[src/rtl/matrix_alu_sched.sv]
// Round-robin scheduler sharing one registered-latency matrix_alu between two requesters.
// Optional per-requester response counters are built when MATRIX_ALU_SCHED_PERF_EN is defined.
module matrix_alu_sched #(
    parameter int word_size     = 8,
    parameter int Amatrixrownum = 2,
    parameter int Amatrixcolnum = 2,
    parameter int Bmatrixrownum = 2,
    parameter int Bmatrixcolnum = 2
) (
    input  logic                                                                   clk,
    input  logic                                                                   resetn,
    input  logic                                                                   req0_valid,
    output logic                                                                   req0_ready,
    input  logic [1:0]                                                             req0_op,
    input  logic [Amatrixrownum*Amatrixcolnum*word_size-1:0]                       req0_A,
    input  logic [Bmatrixrownum*Bmatrixcolnum*word_size-1:0]                       req0_B,
    input  logic                                                                   req1_valid,
    output logic                                                                   req1_ready,
    input  logic [1:0]                                                             req1_op,
    input  logic [Amatrixrownum*Amatrixcolnum*word_size-1:0]                       req1_A,
    input  logic [Bmatrixrownum*Bmatrixcolnum*word_size-1:0]                       req1_B,
    output logic [1:0]                                                             alu_op,
    output logic [Amatrixrownum*Amatrixcolnum*word_size-1:0]                       alu_A,
    output logic [Bmatrixrownum*Bmatrixcolnum*word_size-1:0]                       alu_B,
    input  logic [Amatrixrownum*Amatrixcolnum*Bmatrixrownum*Bmatrixcolnum*word_size-1:0] alu_C,
    output logic                                                                   rsp_valid,
    input  logic                                                                   rsp_ready,
    output logic                                                                   rsp_id,
    output logic [Amatrixrownum*Amatrixcolnum*Bmatrixrownum*Bmatrixcolnum*word_size-1:0] rsp_C,
    output logic [31:0]                                                            perf_cnt0,
    output logic [31:0]                                                            perf_cnt1
);

    localparam int AW = Amatrixrownum * Amatrixcolnum * word_size;
    localparam int BW = Bmatrixrownum * Bmatrixcolnum * word_size;
    localparam int CW = Amatrixrownum * Amatrixcolnum * Bmatrixrownum * Bmatrixcolnum * word_size;

    localparam logic [1:0] IDLE  = 2'd0;
    localparam logic [1:0] ISSUE = 2'd1;
    localparam logic [1:0] WAIT  = 2'd2;
    localparam logic [1:0] RESP  = 2'd3;

    logic [1:0]    state_q, state_d;
    logic          last_grant_q, last_grant_d;
    logic [1:0]    op_q, op_d;
    logic [AW-1:0] a_q, a_d;
    logic [BW-1:0] b_q, b_d;
    logic          rsp_valid_q, rsp_valid_d;
    logic          rsp_id_q, rsp_id_d;
    logic [CW-1:0] rsp_c_q, rsp_c_d;

    logic grant;
    logic idle;
    logic cmd_hs;
    logic rsp_hs;

    // A lone requester always wins; on contention the one not served last time wins.
    always_comb begin
        grant = ~last_grant_q;
        if (req0_valid && !req1_valid) begin
            grant = 1'b0;
        end else if (req1_valid && !req0_valid) begin
            grant = 1'b1;
        end
    end

    assign idle       = (state_q == IDLE);
    assign req0_ready = idle && req0_valid && !grant;
    assign req1_ready = idle && req1_valid && grant;
    assign cmd_hs     = req0_ready || req1_ready;
    assign rsp_hs     = (state_q == RESP) && rsp_ready;

    always_comb begin
        state_d      = state_q;
        last_grant_d = last_grant_q;
        op_d         = op_q;
        a_d          = a_q;
        b_d          = b_q;
        rsp_valid_d  = rsp_valid_q;
        rsp_id_d     = rsp_id_q;
        rsp_c_d      = rsp_c_q;
        case (state_q)
            IDLE: begin
                if (cmd_hs) begin
                    op_d         = grant ? req1_op : req0_op;
                    a_d          = grant ? req1_A  : req0_A;
                    b_d          = grant ? req1_B  : req0_B;
                    rsp_id_d     = grant;
                    last_grant_d = grant;
                    state_d      = ISSUE;
                end
            end
            ISSUE: begin
                state_d = WAIT;
            end
            WAIT: begin
                rsp_c_d     = alu_C;
                rsp_valid_d = 1'b1;
                state_d     = RESP;
            end
            RESP: begin
                if (rsp_hs) begin
                    rsp_valid_d = 1'b0;
                    state_d     = IDLE;
                end
            end
            default: begin
                state_d = IDLE;
            end
        endcase
    end

    always_ff @(posedge clk or negedge resetn) begin
        if (!resetn) begin
            state_q      <= IDLE;
            last_grant_q <= 1'b1;
            op_q         <= '0;
            a_q          <= '0;
            b_q          <= '0;
            rsp_valid_q  <= 1'b0;
            rsp_id_q     <= 1'b0;
            rsp_c_q      <= '0;
        end else begin
            state_q      <= state_d;
            last_grant_q <= last_grant_d;
            op_q         <= op_d;
            a_q          <= a_d;
            b_q          <= b_d;
            rsp_valid_q  <= rsp_valid_d;
            rsp_id_q     <= rsp_id_d;
            rsp_c_q      <= rsp_c_d;
        end
    end

    assign alu_op    = op_q;
    assign alu_A     = a_q;
    assign alu_B     = b_q;
    assign rsp_valid = rsp_valid_q;
    assign rsp_id    = rsp_id_q;
    assign rsp_C     = rsp_c_q;

`ifdef MATRIX_ALU_SCHED_PERF_EN
    logic [31:0] perf0_q, perf0_d;
    logic [31:0] perf1_q, perf1_d;

    always_comb begin
        perf0_d = perf0_q;
        perf1_d = perf1_q;
        if (rsp_hs) begin
            if (rsp_id_q) begin
                perf1_d = perf1_q + 32'd1;
            end else begin
                perf0_d = perf0_q + 32'd1;
            end
        end
    end

    always_ff @(posedge clk or negedge resetn) begin
        if (!resetn) begin
            perf0_q <= '0;
            perf1_q <= '0;
        end else begin
            perf0_q <= perf0_d;
            perf1_q <= perf1_d;
        end
    end

    assign perf_cnt0 = perf0_q;
    assign perf_cnt1 = perf1_q;
`else
    assign perf_cnt0 = '0;
    assign perf_cnt1 = '0;
`endif

endmodule

[config.mk]
export PLATFORM = sky130hd
export DESIGN_NAME = matrix_alu_sched
export DESIGN_NICKNAME = d
export VERILOG_FILES = /design/src/rtl/matrix_alu_sched.sv
export SDC_FILE = /design/constraint.sdc
export NUM_CORES = 1
export LEC_CHECK = 0
export BUFFER_PORTS_ARGS = -buffer_cell sky130_fd_sc_hd__buf_2
export CORE_AREA = 2 2 203 205
export CTS_BUF_LIST = sky130_fd_sc_hd__clkbuf_16
export CTS_CLUSTER_SIZE = 10
export DETAILED_ROUTE_END_ITERATION = 8
export DIE_AREA = 0 0 205 207
export PLACE_DENSITY_LB_ADDON = 0.08
export SYNTH_ARGS = -nofsm -noshare
export SYNTH_HDL_FRONTEND = slang
export SYNTH_SLANG_ARGS = --single-unit
[constraint.sdc]
create_clock -name clk -period 2.1 [get_ports clk]
set_input_delay 0.21 -clock clk [delete_from_list [all_inputs] [get_ports clk]]
set_output_delay 0.21 -clock clk [all_outputs]
set_load 0.02 [all_outputs]
# Word level (Yosys, flattened, before mapping)

Cells that the tools add are included.

Register bits after elaboration: 199
Input bits: 265
Output and inout port bits: 262
Logic and storage cells: 40

Eq/ne operators: 5
Mux-type cells: 10
Bitwise operators: 1
Reductions and logical operators: 16

Operators with widths:

| cell                                                | count |
|---|---|
| two-way mux 32 bit                                  | 2 |
| one-hot mux 2 bit (4 select lines)                  | 1 |
| logical AND 1 bit                                   | 7 |
| two-way mux 2 bit                                   | 3 |
| AND reduction 2 bit                                 | 3 |
| equality test 2 bit, second input constant          | 2 |
| zero test 1 bit                                     | 3 |
| two-way mux 1 bit                                   | 3 |
| equality test 2 x 1 -> 1 bit, second input constant | 1 |
| zero test 2 bit                                     | 1 |
| != test 2 x 1 -> 1 bit, second input constant       | 1 |
| != test 2 bit, second input constant                | 1 |
| one-hot mux 1 bit (2 select lines)                  | 1 |
| nonzero test 2 bit                                  | 1 |
| logical OR 1 bit                                    | 1 |
| inverter 1 bit                                      | 1 |

# Longest topological paths before layout

Gate-level depths: netlist (run 1).

Word-level depth: 9
Gate-level depth with buffers: 8
Gate-level depth less buffers: 5

# Worst setup path before layout (run 1)

No wires, ideal clock.

Kind: flip-flop to output port
Start point: reg state_q[0]
End point: out req1_ready
Arrival time: 1,332 ps
Data required time: 1,890 ps
Slack: 558 ps
Cell stages (with the launch flop): 7
Buffers on the path: 2
Cells stage by stage: dfrtp_1 > inv_1 > ha_1 > buf_4 > buf_4 > nand2_1 > a21oi_1

Longest elaborated chain between the ends: 3

RTL lines:

| what                           | RTL line | source |
|---|---|---|
| start, declared                | 43       | `logic [1:0] state_q, state_d;` |
| start signal, assigned         | 124      | `state_q <= state_d;` |
| zero test 2 bit                | 67       | `assign idle = (state_q == IDLE);` |
| logical AND 1 bit (2 in a row) | 69       | `assign req1_ready = idle && req1_valid && grant;` |
| end, declared                  | 18       | `output logic req1_ready,` |

No other way between the ends.

# Worst setup path after layout (run 1)

Start point: reg state_q[1]
End point: out req1_ready

The elaborated chain is that of the path after synthesis.

==> flow_metrics.py, run 1 <==
metrics = {
    "run_status": {
        "status": "finished, final reports clean",
    },
    "setup_path": {
        "crit_arrival_ns": 1.68,
        "r2r_slack_ns": 0.43,
        "critPathCaptureType": "output pin",
        "criticalPathCategory": "flop to output pin",
        "cp_max_fo": 8,
        "critPathLaunchType": "flop",
        "required_ns": 1.89,
    },
    "route": {
        "drc": 0,
        "routed_via_density": 4.41,
        "drt_pass1_iterations": 4,
        "postRouteWirelength_um": 35900,
        "ant_nets": 0,
        "post_drt_wl_per_cell_um": 19.1,
        "via_count": 8280,
        "first_iter_violations": 381,
    },
    "sta": {
        "hold_viol": 0,
        "timing.setup.tns_ns": 0,
        "max-slew-margin-rel_pct": 48.3,
        "setup_viol": 0,
        "rsz0062_at_grt": "false",
        "fmaxAchievable_ghz": 0.528,
        "drv_slew": 0,
        "finalCriticalPeriod_ns": 1.89,
        "finalCritPeriodShare_pct": 90.2,
        "whs_ns": 0.0350,
        "tightestPinTransition_ns": 0.773,
        "fin_skew_ns": 0.0129,
    },
    "cts": {
        "htree_levels": 4,
        "cts_inserted_buffers": 17,
        "cts.clk_slew.worst_paths_ns": 0.08,
        "cts_tree": "built",
        "clock_latency_ns": 0.45,
        "cts.sink_count": 199,
        "cts.path.max_buffers": 2,
        "cts_root_buf": "clkbuf_16",
    },
    "floorplanning": {
        "io_pins": 527,
        "die_area_sq_um": 42400,
        "initial_utilization_pct": 23.2,
        "die_y_um": 207,
        "rows": 74,
        "die_w_um": 205,
        "core_area_sq_um": 40400,
    },
    "synthesis": {
        "synth_top_family_by_area": "multiplexers",
        "async_flop_share_pct": 100,
        "synth-seq-cells": 199,
        "syn_inst": 761,
        "synth_mux_area_share_pct": 15.6,
        "synth-compound-area-share_pct": 13.0,
        "postSynthAreaPerCell_sq_um": 12.3,
        "syn_area_sq_um": 9360,
        "yosysWarningCount": 0,
        "synthAdderAreaFrac_pct": 0.535,
        "synth_edf_count": 0,
        "synthXorXnorAreaFrac_pct": 0,
        "synth.distinct_cells": 23,
        "yosysSeqAreaShare_pct": 53.2,
        "synthFlopType": "dfrtp_1",
        "synthSimpleGateAreaFrac_pct": 6.38,
    },
    "placed_design": {
        "placed_area_sq_um": 12000,
        "io_buffers": 462,
        "gp_congestion": 0.758,
        "dpl.hpwl_um": 25500,
        "dpl.cell_count": 1704,
    },
    "pwr": {
        "vdd_drop_max_mv": 0.608,
        "fin_total_pwr_uw": 21000,
        "power_leakage_uw": 0.00660,
        "p_per_area_nw_per_um2": 1500,
    },
    "global_routing": {
        "globalRouteTotalUtil_pct": 16.6,
        "grt_first_pass_wirelength_um": 53500,
        "grt_pass1_vias": 8701,
        "grt-ovfl-total": 0,
        "grt_max_degree": 81,
        "antenna_found_initial": 14,
    },
    "cells_and_area": {
        "fin_area_sq_um": 14000,
        "stdcell_count": 1877,
        "fillers": 4195,
        "syn_to_final_growth_pct": 49.3,
        "drive_gt1_share_pct": 49.3,
        "nNetsFinal": 1594,
    },
    "run": {
        "maxCapViolations": 0,
    },
    "hold_path": {
        "hold_class": "primary input to flop",
    },
}
==> placed cells by master, fill, tap and decap left out, types with 2 or more instances in the layout <==
| master | instances |
|---|---|
| conb_1 | 64 |
| clkinvlp_4 | 2 |
| clkbuf_16 | 17 |
| diode_2 | 7 |
| buf_2 | 461 |
| buf_4 | 20 |
| mux2_2 | 128 |
| o2111ai_1 | 132 |
| dfrtp_1 | 198 |
| inv_2 | 4 |
| ha_1 | 2 |
| inv_6 | 3 |
| ha_4 | 2 |
| buf_12 | 11 |
| clkinv_1 | 2 |
| inv_1 | 3 |
| nand2_1 | 69 |
| nand3_1 | 66 |
| dlygate4sd3_1 | 134 |
| bufinv_16 | 5 |
| nor2_1 | 2 |
==> path summary, 6_finish.rpt <==
kind	depth (start not counted)	end	from
worst max-delay path	5	req1_ready	state_q[1]$_DFFE_PN0P_
worst min-delay path	3	alu_B[3]$_DFFE_PN0P_	req1_B[3]
worst max register to register	4	rsp_C[48]$_DFFE_PN0P_	state_q[0]$_DFFE_PN0P_
worst min register to register	2	alu_B[1]$_DFFE_PN0P_	alu_B[1]$_DFFE_PN0P_
max in group asynchronous	3	last_grant_q$_DFFE_PN1P_	resetn
min in group asynchronous	2	rsp_C[93]$_DFFE_PN0P_	resetn
==> final cells by class <==
cell class | count | area, sq um | area share (%)
Sequential cell | 199 | 4980 | 35.7
Clock buffer | 17 | 425 | 3.05
Clock inverter | 15 | 223 | 1.59
Tap cell | 532 | 666 | 4.77
Timing Repair Buffer | 627 | 4030 | 28.9
Antenna cell | 7 | 17.5 | 0.125
Multi-Input combinational cell | 474 | 3600 | 25.8
Inverter | 6 | 22.5 | 0.161
==> kinds of logic (layout without fill, tap and decap cells) <==
| logic type | count (synthesis) | in the layout |
|---|---|---|
| DFF | 199 | 199 |
| buffers and inverters | 151 | 665 |
| AOI/OAI and AO/OA | 139 | 139 |
| and+or+nand+nor | 137 | 137 |
| muxes | 130 | 130 |
| adders and majority gates | 4 | 4 |
| other | 1 | 71 |
==> worst max-delay path, stage by stage (launching register included) <==
cell     delay [ns]
dfrtp_1        0.43
inv_1          0.12
ha_4           0.23
nand2_1        0.10
a21oi_2        0.15
buf_2          0.20
==> power by group <==
group | leakage, uW | internal, uW | switching (uW)
logic | 0.00392 | 4080 | 6390
clock network | 0.000313 | 2130 | 1600
registers | 0.00237 | 5790 | 1010
total | 0.00660 | 12000 | 8990
==> sequential cells by signal (all words and copies together) (netlist names) <==
name / flops
alu_A: 32
alu_B: 32
rsp_C: 128
last_grant_q: 1
alu_op: 2
state_q: 2
rsp_valid: 1
rsp_id: 1
==> what timing repair did <==
| item | 4_1_cts | 5_1_grt |
|---|---|---|
| hold endpoints to repair | 188 | 0 |
| setup endpoints to repair | 0 | 1 |
| hold buffers | 134 | 0 |
| setup buffers | 0 | 0 |
| resized for setup | 0 | 2 |
==> per-stage QoR <==
stage / worst slack (ns) / util (%)
4_1_cts: 0.0596 / 34.5
3_5_place_dp: 0.314 / 29.6
5_1_grt: 0.0628 / 34.6
3_3_place_gp: 0.320 / 29.6
6_report: 0.205 / 34.6
2_1_floorplan: 0.558 / -
==> layer usage <==
metal  vias up  GRT usage (%)  share of wire [%]
met2       342           27.6                 49
met5         -              0               0.20
met1      4028           19.9                 41
met4        10           5.71                1.8
li1       3861              -                  -
met3        39           5.57                7.8
==> cell usage after synthesis, drive strengths merged (2+ instances only) <==
library cell  instances  area share [%]
nand3                66             3.5
o21ai                 2            0.15
mux2                129              16
a21oi                 2            0.11
ha                    4            0.53
nor2                  2           0.080
nand2                69             2.8
buf                 127              10
clkbuf               18            0.72
dfrtp               198              53
o2111ai             132              12
inv                   6            0.24
Note: power is estimated with default switching activity, not from simulation.
==> run 2: changes to the inputs <==
MAX_ROUTING_LAYER = met4   (was unset)
==> run 2 against run 1 <==
Compared with the run above:
- sequential share of layout area barely moved
- sequential power barely moved
- combinational power barely moved
- via count fell by 0.28%
- first-iteration DRC count fell by 5.2%
- count of clock-buffer cells in the layout did not move
- clock skew barely moved
- largest cell class unchanged
==> flow_metrics.py, run 2 (same netlist as run 1, synthesis figures left out) <==
metrics = {
    "run_status": {
        "status": "finished, final reports clean",
    },
    "cells_and_area": {
        "fin_area_sq_um": 14000,
        "syn_to_final_growth_pct": 49.4,
        "drive_gt1_share_pct": 49.3,
        "layout_commonest_cell": "buf_2",
        "largest_reg_flops": 128,
        "nNetsFinal": 1594,
        "layout_common_cells": "461 x buf_2, 198 x dfrtp_1, 134 x dlygate4sd3_1",
        "fillers": 4191,
    },
    "floorplanning": {
        "die_area_sq_um": 42400,
        "rows": 74,
        "initial_utilization_pct": 23.2,
        "io_pins": 527,
        "core_area_sq_um": 40400,
        "die_y_um": 207,
        "die_w_um": 205,
    },
    "sta": {
        "rsz0062_at_grt": "false",
        "drv_slew": 0,
        "timing.setup.tns_ns": 0,
        "max-slew-margin-rel_pct": 48.2,
        "whs_ns": 0.0379,
        "tightestPinTransition_ns": 0.775,
        "fmaxAchievable_ghz": 0.527,
        "setup_viol": 0,
        "fin_skew_ns": 0.0131,
        "finalCritPeriodShare_pct": 90.3,
        "hold_viol": 0,
        "finalCriticalPeriod_ns": 1.90,
    },
    "global_routing": {
        "grt-ovfl-total": 0,
        "grt_max_degree": 81,
        "antenna_found_initial": 14,
        "grt_first_pass_wirelength_um": 53500,
        "globalRouteTotalUtil_pct": 17.1,
        "grt_pass1_vias": 8691,
    },
    "route": {
        "routed_via_density": 4.39,
        "ant_nets": 0,
        "highest_layer": "met4",
        "post_drt_wl_per_cell_um": 19.1,
        "drc": 0,
        "wl_met1_um": 15000,
        "via_count": 8257,
        "postRouteWirelength_um": 36000,
        "wl_met3_um": 2750,
        "first_iter_violations": 361,
        "drt_pass1_iterations": 4,
        "dr_wl_met2_um": 17600,
    },
    "setup_path": {
        "crit_arrival_ns": 1.69,
        "cp_max_fo": 8,
        "required_ns": 1.89,
        "critPathCaptureType": "output pin",
        "critPathLaunchType": "flop",
        "r2r_start": "state_q[0]$_DFFE_PN0P_",
        "crit_start": "state_q[1]$_DFFE_PN0P_",
        "criticalPathCategory": "flop to output pin",
    },
    "hold_path": {
        "hold_class": "primary input to flop",
        "hold_start": "req1_B[3]",
    },
    "cts": {
        "cts.clk_slew.worst_paths_ns": 0.08,
        "cts.sink_count": 199,
        "cts_root_buf": "clkbuf_16",
        "cts_inserted_buffers": 17,
        "htree_levels": 4,
        "cts.path.max_buffers": 2,
        "clock_latency_ns": 0.45,
        "cts_tree": "built",
    },
    "pwr": {
        "fin_total_pwr_uw": 21000,
        "power_leakage_uw": 0.00660,
        "vdd_drop_max_mv": 0.607,
        "p_per_area_nw_per_um2": 1500,
    },
    "placed_design": {
        "io_buffers": 462,
        "gp_congestion": 0.768,
        "placed_area_sq_um": 12000,
        "dpl.hpwl_um": 25500,
    },
    "run": {
        "maxCapViolations": 0,
    },
}
## run 2: cell count changes in the layout (fill, tap and decap cells not counted), sizes merged
cell   before  now
diode       7   12
## run 2: final cells by class
class / instances / area, sq um / area share (%)
flip-flops and latches: 199 / 4980 / 35.6
repair buffers: 627 / 4030 / 28.8
multi-input cells: 474 / 3600 / 25.7
well taps: 532 / 666 / 4.76
clock buffers: 17 / 425 / 3.04
clock inverters: 15 / 223 / 1.59
diodes: 12 / 30.0 / 0.215
inverters: 6 / 22.5 / 0.161
## run 2: timing repair
item	in CTS	in global routing
resized for setup	0	2
buffers inserted	0	0
endpoints found under the setup margin	0	1
endpoints found under the hold margin	188	0
hold buffers	134	0
## run 2: final timing paths
check	to	cells after the start	slack, ns
setup / recovery	req1_ready	5	0.20
hold / removal	alu_B[3]$_DFFE_PN0P_	3	0.04
setup reg to reg	rsp_C[48]$_DFFE_PN0P_	4	0.43
hold reg to reg	alu_B[4]$_DFFE_PN0P_	2	0.47
max in group asynchronous	last_grant_q$_DFFE_PN1P_	3	1.05
min in group asynchronous	alu_B[12]$_DFFE_PN0P_	2	0.35
## run 2: critical path, stage by stage, from the launching register on
cell,delay (ns)
dfrtp_1,0.43
inv_1,0.12
ha_4,0.24
nand2_1,0.10
a21oi_2,0.15
buf_2,0.21
## run 2: power by group
group          internal (uW)  leakage, uW  switching, uW
registers               5790      0.00237           1010
logic                   4080      0.00392           6400
clock network           2130     0.000313           1610
total                  12000      0.00660           9010
## run 2: stage by stage
| stage | setup WS (ns) | util [%] | cells |
|---|---|---|---|
| 6_report | 0.204 | 34.6 | 1882 |
| 5_1_grt | 0.0629 | 34.6 | 1882 |
| 4_1_cts | 0.0596 | 34.5 | 1870 |
| 3_5_place_dp | 0.314 | 29.6 | 1704 |
| 3_3_place_gp | 0.320 | 29.6 | 1704 |
| 2_1_floorplan | 0.558 | - | 824 |
## run 2: layer usage
metal	GRT usage [%]	up-vias
met5	-	-
met3	5.33	28
li1	-	3871
met4	5.71	0
met1	20.2	4015
met2	27.6	343
==> run 3: changes to the inputs <==
GPL_TIMING_DRIVEN = 0   (was unset)
==> run 3 against run 2 <==
Compared with the run above:
- global-route usage rose by 0.67 points
- critical path type unchanged
- largest cell class unchanged
- first-iteration DRC count down 4.4%
- non-clock buffer count grew 101
- critical endpoint is now req0_ready
==> flow_metrics.py, run 3 (same netlist as run 1, synthesis figures left out) <==
metrics = {
    "cells_and_area": {
        "layout_common_cells": "484 x buf_2, 198 x dfrtp_1, 132 x o2111ai_1",
        "fin_area_sq_um": 14500,
        "layout_commonest_cell": "buf_2",
        "drive_gt1_share_pct": 52.3,
        "largest_reg_flops": 128,
        "syn_to_final_growth_pct": 54.6,
        "fillers": 4220,
        "nNetsFinal": 1695,
    },
    "global_routing": {
        "antenna_found_initial": 17,
        "grt_pass1_vias": 9014,
        "grt-ovfl-total": 0,
        "grt_max_degree": 105,
        "globalRouteTotalUtil_pct": 17.8,
        "grt_first_pass_wirelength_um": 55400,
    },
    "placed_design": {
        "dp_slack_ns": 0.135,
        "placed_area_sq_um": 12600,
        "dpl.hpwl_um": 28200,
        "io_buffers": 460,
        "gp_congestion": 0.763,
    },
    "setup_path": {
        "criticalPathCategory": "flop to output pin",
        "required_ns": 1.89,
        "critPathCaptureType": "output pin",
        "critPathLaunchType": "flop",
        "cp_max_fo": 10,
        "crit_arrival_ns": 1.76,
    },
    "route": {
        "post_drt_wl_per_cell_um": 18.8,
        "drc": 0,
        "routed_via_density": 4.36,
        "first_iter_violations": 345,
        "via_count": 8673,
        "ant_nets": 0,
        "drt_pass1_iterations": 5,
        "postRouteWirelength_um": 37400,
    },
    "cts": {
        "clock_latency_ns": 0.45,
        "cts.clk_slew.worst_paths_ns": 0.08,
        "cts.sink_count": 199,
        "cts_root_buf": "clkbuf_16",
        "htree_levels": 4,
        "cts_inserted_buffers": 17,
        "cts_setup_buffers": 0,
        "cts_tree": "built",
        "cts.path.max_buffers": 2,
    },
    "pwr": {
        "power_leakage_uw": 0.00702,
        "fin_total_pwr_uw": 20900,
        "vdd_drop_max_mv": 0.618,
        "p_per_area_nw_per_um2": 1450,
    },
    "sta": {
        "drv_slew": 0,
        "finalCritPeriodShare_pct": 93.9,
        "fmaxAchievable_ghz": 0.507,
        "timing.setup.tns_ns": 0,
        "max-slew-margin-rel_pct": 59.6,
        "fin_ws_ns": 0.128,
        "whs_ns": 0.0283,
        "rsz0062_at_grt": "false",
        "finalCriticalPeriod_ns": 1.97,
        "setup_viol": 0,
        "hold_viol": 0,
        "fin_skew_ns": 0.0108,
        "tightestPinTransition_ns": 0.606,
    },
    "floorplanning": {
        "io_pins": 527,
        "die_w_um": 205,
        "core_area_sq_um": 40400,
        "die_area_sq_um": 42400,
        "die_y_um": 207,
        "rows": 74,
        "initial_utilization_pct": 23.2,
    },
    "hold_path": {
        "hold_class": "primary input to flop",
    },
    "run_status": {
        "status": "finished, final reports clean",
    },
    "run": {
        "maxCapViolations": 0,
    },
}
-- run 3: cell count changes in the layout (fill, tap and decap cells not counted), moves of 3 or more --
cell,delta
clkinv_2,+3
buf_12,-10
diode_2,+4
dlygate4sd3_1,-12
inv_6,-3
buf_4,+61
buf_6,+19
bufinv_16,-3
buf_2,+23
clkinv_4,+3
clkbuf_1,+18
-- run 3: per-layer routing --
metal	track usage, %	wire (um)	vias to the layer above
li1	-	-	4090
met1	21.1	15300	4218
met2	28.4	18600	340
met3	6.03	3070	25
met4	5.41	446	0
met5	-	0	-
-- run 3: area by class of cell --
cell class,count,area [sq um],share of cell area [%]
inverter,6,22.5,0.156
clock buffer,17,425,2.94
tap,532,666,4.60
antenna,16,40.0,0.277
sequential,199,4980,34.4
multi-input combinational,474,3570,24.7
timing repair buffer,584,3590,24.8
buffer,144,1030,7.14
clock inverter,15,140,0.969
-- run 3: final timing paths --
check	startpoint	to	slack, ns	cells past startpoint
setup / recovery	last_grant_q$_DFFE_PN1P_	req0_ready	0.13	5
hold / removal	alu_C[12]	rsp_C[12]$_DFFE_PN0P_	0.03	2
setup reg to reg	state_q[0]$_DFFE_PN0P_	rsp_C[103]$_DFFE_PN0P_	0.27	5
hold reg to reg	alu_op[1]$_DFFE_PN0P_	alu_op[1]$_DFFE_PN0P_	0.47	2
max in group asynchronous	resetn	rsp_C[19]$_DFFE_PN0P_	0.79	4
min in group asynchronous	resetn	rsp_C[105]$_DFFE_PN0P_	0.38	3
-- run 3: stage by stage --
step                util, %  instances
floorplan                 -        824
global placement       31.1       1816
detailed placement     31.3       1818
CTS                    35.6       1969
global route           35.8       1987
finish                 35.8       1987
-- run 3: what timing repair did --
action,in CTS,in global routing
endpoints found under the hold margin,222,2
pin swaps,0,0
endpoints found under the setup margin,2,3
resized for setup,1,5
hold buffers,120,2
-- run 3: critical path: stages, from the launching register on --
cell and delay, ns:
dfstp_2 0.52, buf_4 0.16, inv_2 0.07, buf_2 0.21, a21oi_1 0.14, buf_2 0.19
-- run 3: where the power goes --
group / internal, uW / switching [uW]
Clock: 1740 / 1580
Combinational: 4270 / 6550
Sequential: 5790 / 969
